**config.mk**
```make
export PLATFORM = sky130hd
export DESIGN_NAME = vga_pattern_gen_flat
export DESIGN_NICKNAME = d
export VERILOG_FILES = /design/src/rtl/vga_pattern_gen_if.sv /design/src/rtl/vga_pattern_gen.sv /design/src/flat_wrapper.sv
export SDC_FILE = /design/constraint.sdc
export NUM_CORES = 1
export LEC_CHECK = 0
export ABC_AREA = 1
export CORE_UTILIZATION = 30
export CTS_CLUSTER_DIAMETER = 120
export DETAILED_ROUTE_END_ITERATION = 10
export GPL_TIMING_DRIVEN = 0
export PLACE_DENSITY = 0.51
export SYNTH_ARGS = -nofsm -noshare
export SYNTH_HDL_FRONTEND = slang
export SYNTH_SLANG_ARGS = --single-unit
```
**constraint.sdc**
```tcl
create_clock -name clk -period 2 [get_ports clk]
set_input_delay 0.5 -clock clk [delete_from_list [all_inputs] [get_ports clk]]
set_output_delay 0.5 -clock clk [all_outputs]
set_load 0.01 [all_outputs]
```
**src/rtl/vga_pattern_gen_if.sv**
```systemverilog
`default_nettype none
// ============================================================================
// Module   : vga_pattern_gen_if
// Brief    : Timing-in / pixel-out bundle for the VGA test-pattern generator.
// Revision : 1.0 - initial release
// ============================================================================
interface vga_pattern_gen_if #(
    parameter int COLOR_W = 1
);
    logic [9:0]           h_count;
    logic [9:0]           v_count;
    logic                 bright;
    logic [1:0]           mode;
    logic [3*COLOR_W-1:0] rgb;
    logic                 bright_q;
    logic                 frame_tick;

    modport master (
        output h_count, v_count, bright, mode,
        input  rgb, bright_q, frame_tick
    );

    modport slave (
        input  h_count, v_count, bright, mode,
        output rgb, bright_q, frame_tick
    );
endinterface
`default_nettype wire

```
**src/rtl/vga_pattern_gen.sv**
```systemverilog
`default_nettype none
// ============================================================================
// Module   : vga_pattern_gen
// Brief    : Registered VGA test patterns (frame, bars, checker, bouncing box).
// Revision : 1.0 - initial release
// ============================================================================
module vga_pattern_gen #(
    parameter int COLOR_W    = 1,
    parameter int H_START    = 160,
    parameter int H_TOTAL    = 800,
    parameter int V_START    = 41,
    parameter int V_TOTAL    = 521,
    parameter int BORDER     = 10,
    parameter int BAR_W      = 80,
    parameter int CHECK_LOG2 = 5,
    parameter int BOX_SIZE   = 32,
    parameter int STEP       = 2
) (
    input  wire logic        clk,
    input  wire logic        reset,
    vga_pattern_gen_if.slave bus
);
    localparam logic [10:0] c_H_LAST  = 11'(H_TOTAL - 1);
    localparam logic [10:0] c_V_LAST  = 11'(V_TOTAL - 1);
    localparam logic [10:0] c_H_START = 11'(H_START);
    localparam logic [10:0] c_V_START = 11'(V_START);
    localparam logic [10:0] c_H_LO    = 11'(H_START + BORDER);
    localparam logic [10:0] c_H_HI    = 11'(H_TOTAL - BORDER);
    localparam logic [10:0] c_V_LO    = 11'(V_START + BORDER);
    localparam logic [10:0] c_V_HI    = 11'(V_TOTAL - BORDER);
    localparam logic [10:0] c_BOX     = 11'(BOX_SIZE);
    localparam logic [9:0]  c_XMAX    = 10'(H_TOTAL - H_START - BOX_SIZE);
    localparam logic [9:0]  c_YMAX    = 10'(V_TOTAL - V_START - BOX_SIZE);

    logic [1:0]           r_mode;
    logic [9:0]           r_box_x;
    logic [9:0]           r_box_y;
    logic                 r_dir_x;
    logic                 r_dir_y;
    logic [3*COLOR_W-1:0] r_rgb;
    logic                 r_bright_q;
    logic                 r_frame_tick;

    logic [10:0] w_h;
    logic [10:0] w_v;
    logic [10:0] w_x;
    logic [10:0] w_y;
    logic        w_eof;
    logic        w_in_box;
    logic [2:0]  w_bar;
    logic [2:0]  w_color;
    logic [10:0] w_nx;
    logic [10:0] w_ny;

    // Returns {next_dir, next_pos}; bounces clamp to the edge and reverse.
    function automatic logic [10:0] f_step(input logic [9:0] i_pos,
                                           input logic       i_dir,
                                           input logic [9:0] i_max);
        if (i_dir) begin
            if (({1'b0, i_pos} + 11'(STEP)) >= {1'b0, i_max})
                f_step = {1'b0, i_max};
            else
                f_step = {1'b1, i_pos + 10'(STEP)};
        end else begin
            if (i_pos <= 10'(STEP))
                f_step = {1'b1, 10'd0};
            else
                f_step = {1'b0, i_pos - 10'(STEP)};
        end
    endfunction

    assign w_h   = {1'b0, bus.h_count};
    assign w_v   = {1'b0, bus.v_count};
    assign w_x   = w_h - c_H_START;
    assign w_y   = w_v - c_V_START;
    assign w_eof = (w_h == c_H_LAST) && (w_v == c_V_LAST);
    assign w_nx  = f_step(r_box_x, r_dir_x, c_XMAX);
    assign w_ny  = f_step(r_box_y, r_dir_y, c_YMAX);

    assign w_in_box = (w_x >= {1'b0, r_box_x}) && (w_x < ({1'b0, r_box_x} + c_BOX)) &&
                      (w_y >= {1'b0, r_box_y}) && (w_y < ({1'b0, r_box_y} + c_BOX));

    always_comb begin
        w_bar   = 3'd0;
        w_color = 3'b000;
        for (int i = 1; i < 8; i++) begin
            if (w_x >= 11'(i * BAR_W))
                w_bar = 3'(i);
        end
        if (bus.bright) begin
            case (r_mode)
                2'd0: w_color = ((w_h >= c_H_LO) && (w_h <= c_H_HI) &&
                                 (w_v >= c_V_LO) && (w_v <= c_V_HI)) ? 3'b100 : 3'b111;
                2'd1: w_color = w_bar;
                2'd2: w_color = (w_x[CHECK_LOG2] ^ w_y[CHECK_LOG2]) ? 3'b000 : 3'b111;
                default: w_color = w_in_box ? 3'b111 : 3'b001;
            endcase
        end
    end

    always_ff @(posedge clk or posedge reset) begin
        if (reset) begin
            r_rgb        <= '0;
            r_bright_q   <= 1'b0;
            r_frame_tick <= 1'b0;
            r_mode       <= 2'd0;
            r_box_x      <= 10'd0;
            r_box_y      <= 10'd0;
            r_dir_x      <= 1'b1;
            r_dir_y      <= 1'b1;
        end else begin
            r_rgb        <= {{COLOR_W{w_color[2]}}, {COLOR_W{w_color[1]}}, {COLOR_W{w_color[0]}}};
            r_bright_q   <= bus.bright;
            r_frame_tick <= w_eof;
            // The pixel above used the pre-update mode and box position.
            if (w_eof) begin
                r_mode             <= bus.mode;
                {r_dir_x, r_box_x} <= w_nx;
                {r_dir_y, r_box_y} <= w_ny;
            end
        end
    end

    assign bus.rgb        = r_rgb;
    assign bus.bright_q   = r_bright_q;
    assign bus.frame_tick = r_frame_tick;
endmodule
`default_nettype wire
```
**src/flat_wrapper.sv**
```systemverilog
// flat-port wrapper written by rule: the top's interface ports become plain ports
module vga_pattern_gen_flat 
#(
    parameter int COLOR_W    = 1,
    parameter int H_START    = 160,
    parameter int H_TOTAL    = 800,
    parameter int V_START    = 41,
    parameter int V_TOTAL    = 521,
    parameter int BORDER     = 10,
    parameter int BAR_W      = 80,
    parameter int CHECK_LOG2 = 5,
    parameter int BOX_SIZE   = 32,
    parameter int STEP       = 2
)
  (clk, reset, bus_h_count, bus_v_count, bus_bright, bus_mode, bus_rgb, bus_bright_q, bus_frame_tick);
  vga_pattern_gen_if #(.COLOR_W(COLOR_W)) bus_i ();
  input  wire logic clk;
  input  wire logic reset;
  input wire logic [$bits(bus_i.h_count)-1:0] bus_h_count;
  input wire logic [$bits(bus_i.v_count)-1:0] bus_v_count;
  input wire logic [$bits(bus_i.bright)-1:0] bus_bright;
  input wire logic [$bits(bus_i.mode)-1:0] bus_mode;
  output wire logic [$bits(bus_i.rgb)-1:0] bus_rgb;
  output wire logic [$bits(bus_i.bright_q)-1:0] bus_bright_q;
  output wire logic [$bits(bus_i.frame_tick)-1:0] bus_frame_tick;
  assign bus_i.h_count = bus_h_count;
  assign bus_i.v_count = bus_v_count;
  assign bus_i.bright = bus_bright;
  assign bus_i.mode = bus_mode;
  assign bus_rgb = bus_i.rgb;
  assign bus_bright_q = bus_i.bright_q;
  assign bus_frame_tick = bus_i.frame_tick;
  vga_pattern_gen #(.COLOR_W(COLOR_W), .H_START(H_START), .H_TOTAL(H_TOTAL), .V_START(V_START), .V_TOTAL(V_TOTAL), .BORDER(BORDER), .BAR_W(BAR_W), .CHECK_LOG2(CHECK_LOG2), .BOX_SIZE(BOX_SIZE), .STEP(STEP)) u_core (.clk(clk), .reset(reset), .bus(bus_i));
endmodule
```
==> results by group <==
Cells and area
  • Commonest non-fill, non-tap cells in the layout: nand2_1 (128), inv_1 (73), nand3_1 (55), nor2_1 (55), ha_1 (45)
  • P&R area growth vs syn: 26.2%
  • Layout cells sized above 1: 20.3%
  • Most common cell after layout, fill and taps aside: nand2_1
  • Ant diodes: 0
  • Nets: 723
  • Area of the multi-input gates: 2880 µm²
  • FF+latch area: 684 µm²
  • Fill count: 1306

Floorplan
  • Io pins: 30
  • Core region area: 12200 µm²
  • Num rows: 40
  • Die footprint: 13100 µm²
  • Die width: 114 µm
  • Chip Height: 114 µm
  • Initial core utilization: 31.1%

Placement
  • Port Buffers: 28
  • DP HPWL: 8650 µm
  • Routability cong.: 0.889
  • DP Worst Slack: -1740 ps

Timing
  • Final hold vios: 0
  • Max-slew violation count: 0
  • FMAX: 436 MHz
  • Endpoints failing setup: 2
  • Tmin final: 2290 ps
  • Crit share post-route: 115%
  • RSZ-0062 raised after global routing: true
  • Setup Skew: 1.98 ps
  • Worst slew margin: 30.9%
  • Worst-Margin Slew: 1030 ps
  • TNS Setup: -577 ps
  • Final worst setup slack: -294 ps

Synthesis
  • Avg Inst Size Synth: 6.38 µm²
  • Cell count after synthesis: 593
  • Yosys cell types: 40
  • Mapped Nets: 666
  • Seq/Total Area, Yosys: 17.9%
  • Flip-flop and latch count after synthesis: 27
  • Netlist Area Pre-Place: 3780 µm²
  • Ys Warns: 0

Critical path
  • Critical path class: in2reg
  • Kind of end point of the critical path: flop
  • Crit path cell chain: buf_2 -> inv_2 -> ha_4 -> inv_1 -> nand2_2 -> nand3_1 -> nand2_2 -> inv_1 -> ha_1 -> nand2_1 -> nor2_1 -> nand3_1 -> nand3_1 -> a21oi_2 -> nand3_1 -> nand2_1 -> nand2_1 -> nor2_1
  • R2R setup slack: -290 ps
  • Worst path required time: 2200 ps
  • Reg2reg start: u_core.r_box_x[5]
  • Reg2reg end: u_core.bus.rgb[1]
  • Startpoint types: input pin
  • CP arrival: 2490 ps
  • R2R cell count: 13
  • Most common cell on crit path: nand3_1
  • CP max FO: 5
  • Slowest-stage cell, CP: ha_1
  • CP max stage delay: 290 ps

Hold path
  • Hold Crit Endpoint: u_core.r_dir_y
  • Min-delay src: u_core.r_dir_y
  • Hold Crit Depth: 2
  • HP Class: reg2reg

Routing
  • DRT Wirelength: 11000 µm
  • DR top layer: met4
  • Wire length on met3: 453 µm
  • Antenna Nets Post-Route: 0
  • Vias per std cell: 4.87
  • Met2 wire length: 5210 µm
  • Vias: 3979
  • Pre-antenna DRT Iters: 5
  • Routed len/inst: 13.5 µm
  • DRT iter0 DRCs: 173
  • Metal-1 WL: 5250 µm
  • DRC viols: 0

Power and ir drop
  • Max IR drop VDD: 305 µV
  • PwrDens: 326 nW/µm²
  • P_leak: 2.39 nW

Clocking
  • CTS Sinks: 27
  • Root Driver: clkbuf_16
  • TritonCTS clock tree: done
  • CTS Buf Count: 3
  • Hold_buf cts: 0
  • Clk buf depth: 2
  • H-tree depth reported by CTS: 1
  • Worst-skew pair later-pin latency: 270 ps
  • Clock slew seen by the registers of the worst setup and hold paths: 80 ps

Outcome
  • Failing checks: negative setup slack
  • Outcome: finished with violations

Global route
  • First-pass GRT wire length: 18300 µm
  • Initial antenna violation count: 0
  • GR Util All Layers: 17.4%
  • Number of global-route vias before repair: 3802
  • Pin count of the biggest net entering global routing: 28
  • Total grt overflow: 0

Run
  • Max-cap viol count: 0
## registers in the layout, indices dropped and copies added (netlist names)
name	cells
u_core.r_box_x	9
u_core.r_box_y	9
u_core.bus.rgb	3
u_core.r_mode	2
u_core.bus.bright_q	1
u_core.bus.frame_tick	1
u_core.r_dir_x	1
u_core.r_dir_y	1
## final cells by class
cell class                 instances  share of cell area [%]
buffer                            12                    1.83
clock buffer                       3                    1.57
clock inverter                     1                   0.183
inverter                          93                    7.96
multi-input combinational        461                    60.4
sequential                        27                    14.3
tap                              168                    4.40
timing repair buffer              52                    9.33
## power by group
part           switching (mW)  internal, mW
logic                   0.303         0.207
registers             0.00196         0.549
clock network           0.217         0.277
## critical path: cells and delay by family
family | cells | cell delay, ps
AOI/OAI and AO/OA | 1 | 210
adders and majority gates | 2 | 440
buffers and inverters | 4 | 370
and+or+nand+nor | 11 | 970
## kinds of logic after synthesis
| kind of cell | synth area share (%) |
|---|---|
| AOI/OAI and AO/OA | 12.1 |
| and+or+nand+nor | 36.0 |
| adders and majority gates | 15.9 |
| DFF | 17.9 |
| xor gates and xnor gates | 6.94 |
| buffers and inverters | 11.1 |
## routing by layer
| metal | track usage, % | up-vias |
|---|---|---|
| met4 | 2.77 | 0 |
| li1 | - | 2046 |
| met1 | 23.8 | 1825 |
| met3 | 1.80 | 12 |
| met5 | 0 | - |
| met2 | 30.1 | 96 |
## how the worst max path moves through the flow
stage                               from           endpoint  slack [ps]  cells after the start
final                     bus_h_count[6]  u_core.bus.rgb[1]        -290                     18
after global routing      bus_v_count[7]  u_core.bus.rgb[2]        -460                     17
after CTS                 bus_v_count[0]  u_core.bus.rgb[1]        -300                     17
after detailed placement  bus_h_count[5]  u_core.bus.rgb[1]       -1740                     16
after global placement    bus_h_count[5]  u_core.bus.rgb[1]       -1730                     16
after floorplan           bus_v_count[1]  u_core.bus.rgb[1]        -220                     16
## Yosys cell counts
master    instances  area share, %
a21oi_1          35            4.6
a31oi_1           6           0.99
buf_2             6           0.79
nand2_1         139             14
clkbuf_1          1          0.099
inv_2             5           0.50
o211ai_1          7            1.4
nand4_1           8            1.3
or2_2             1           0.17
nor3_1            9            1.2
dfrtp_1          25             17
nand3b_1          1           0.20
dfstp_2           2            1.4
nor3_2            1           0.26
nor2_4            2           0.60
a311oi_1          1           0.23
a21boi_0          1           0.20
xnor2_1           1           0.23
buf_4             4           0.79
nor2_1           61            6.1
nor2_2            5           0.83
nand3_1          58            7.7
ha_1             48             16
xor2_1           29            6.7
or4_4             1           0.30
inv_4             1           0.17
a211oi_1          2           0.40
nor3_4            1           0.43
o21bai_1          1           0.20
a22oi_1           3           0.60
o21a_1            4           0.79
nand2_2           5           0.83
clkbuf_2          1           0.13
nand2_4           2           0.60
o21ai_1           4           0.53
inv_1            87            8.6
o31ai_1           1           0.20
nor4_1            6           0.99
o21ai_0          15            2.0
nand3_2           3           0.79
## what timing repair did
| action | in CTS | in global routing |
|---|---|---|
| hold endpoints to repair | 0 | 0 |
| gates resized for setup | 94 | 27 |
| setup endpoints to repair | 26 | 22 |
| buffers inserted | 22 | 2 |
| pin swaps | 25 | 6 |
## per-stage QoR
| step | power, mW | hold WS, ps | std cells | utilization, % | cell area, µm² |
|---|---|---|---|---|---|
| global route | 1.65 | 618 | 817 | 39.3 | 4780 |
| detailed placement | 1.01 | 570 | 789 | 35.5 | 4320 |
| CTS | 1.55 | 581 | 815 | 38.5 | 4680 |
| global placement | 1.00 | 550 | 789 | 35.5 | 4320 |
| finish | 1.56 | 580 | 817 | 39.3 | 4780 |
| floorplan | 0.844 | 514 | 593 | - | 3830 |
Power figures use the tool's default switching activity.
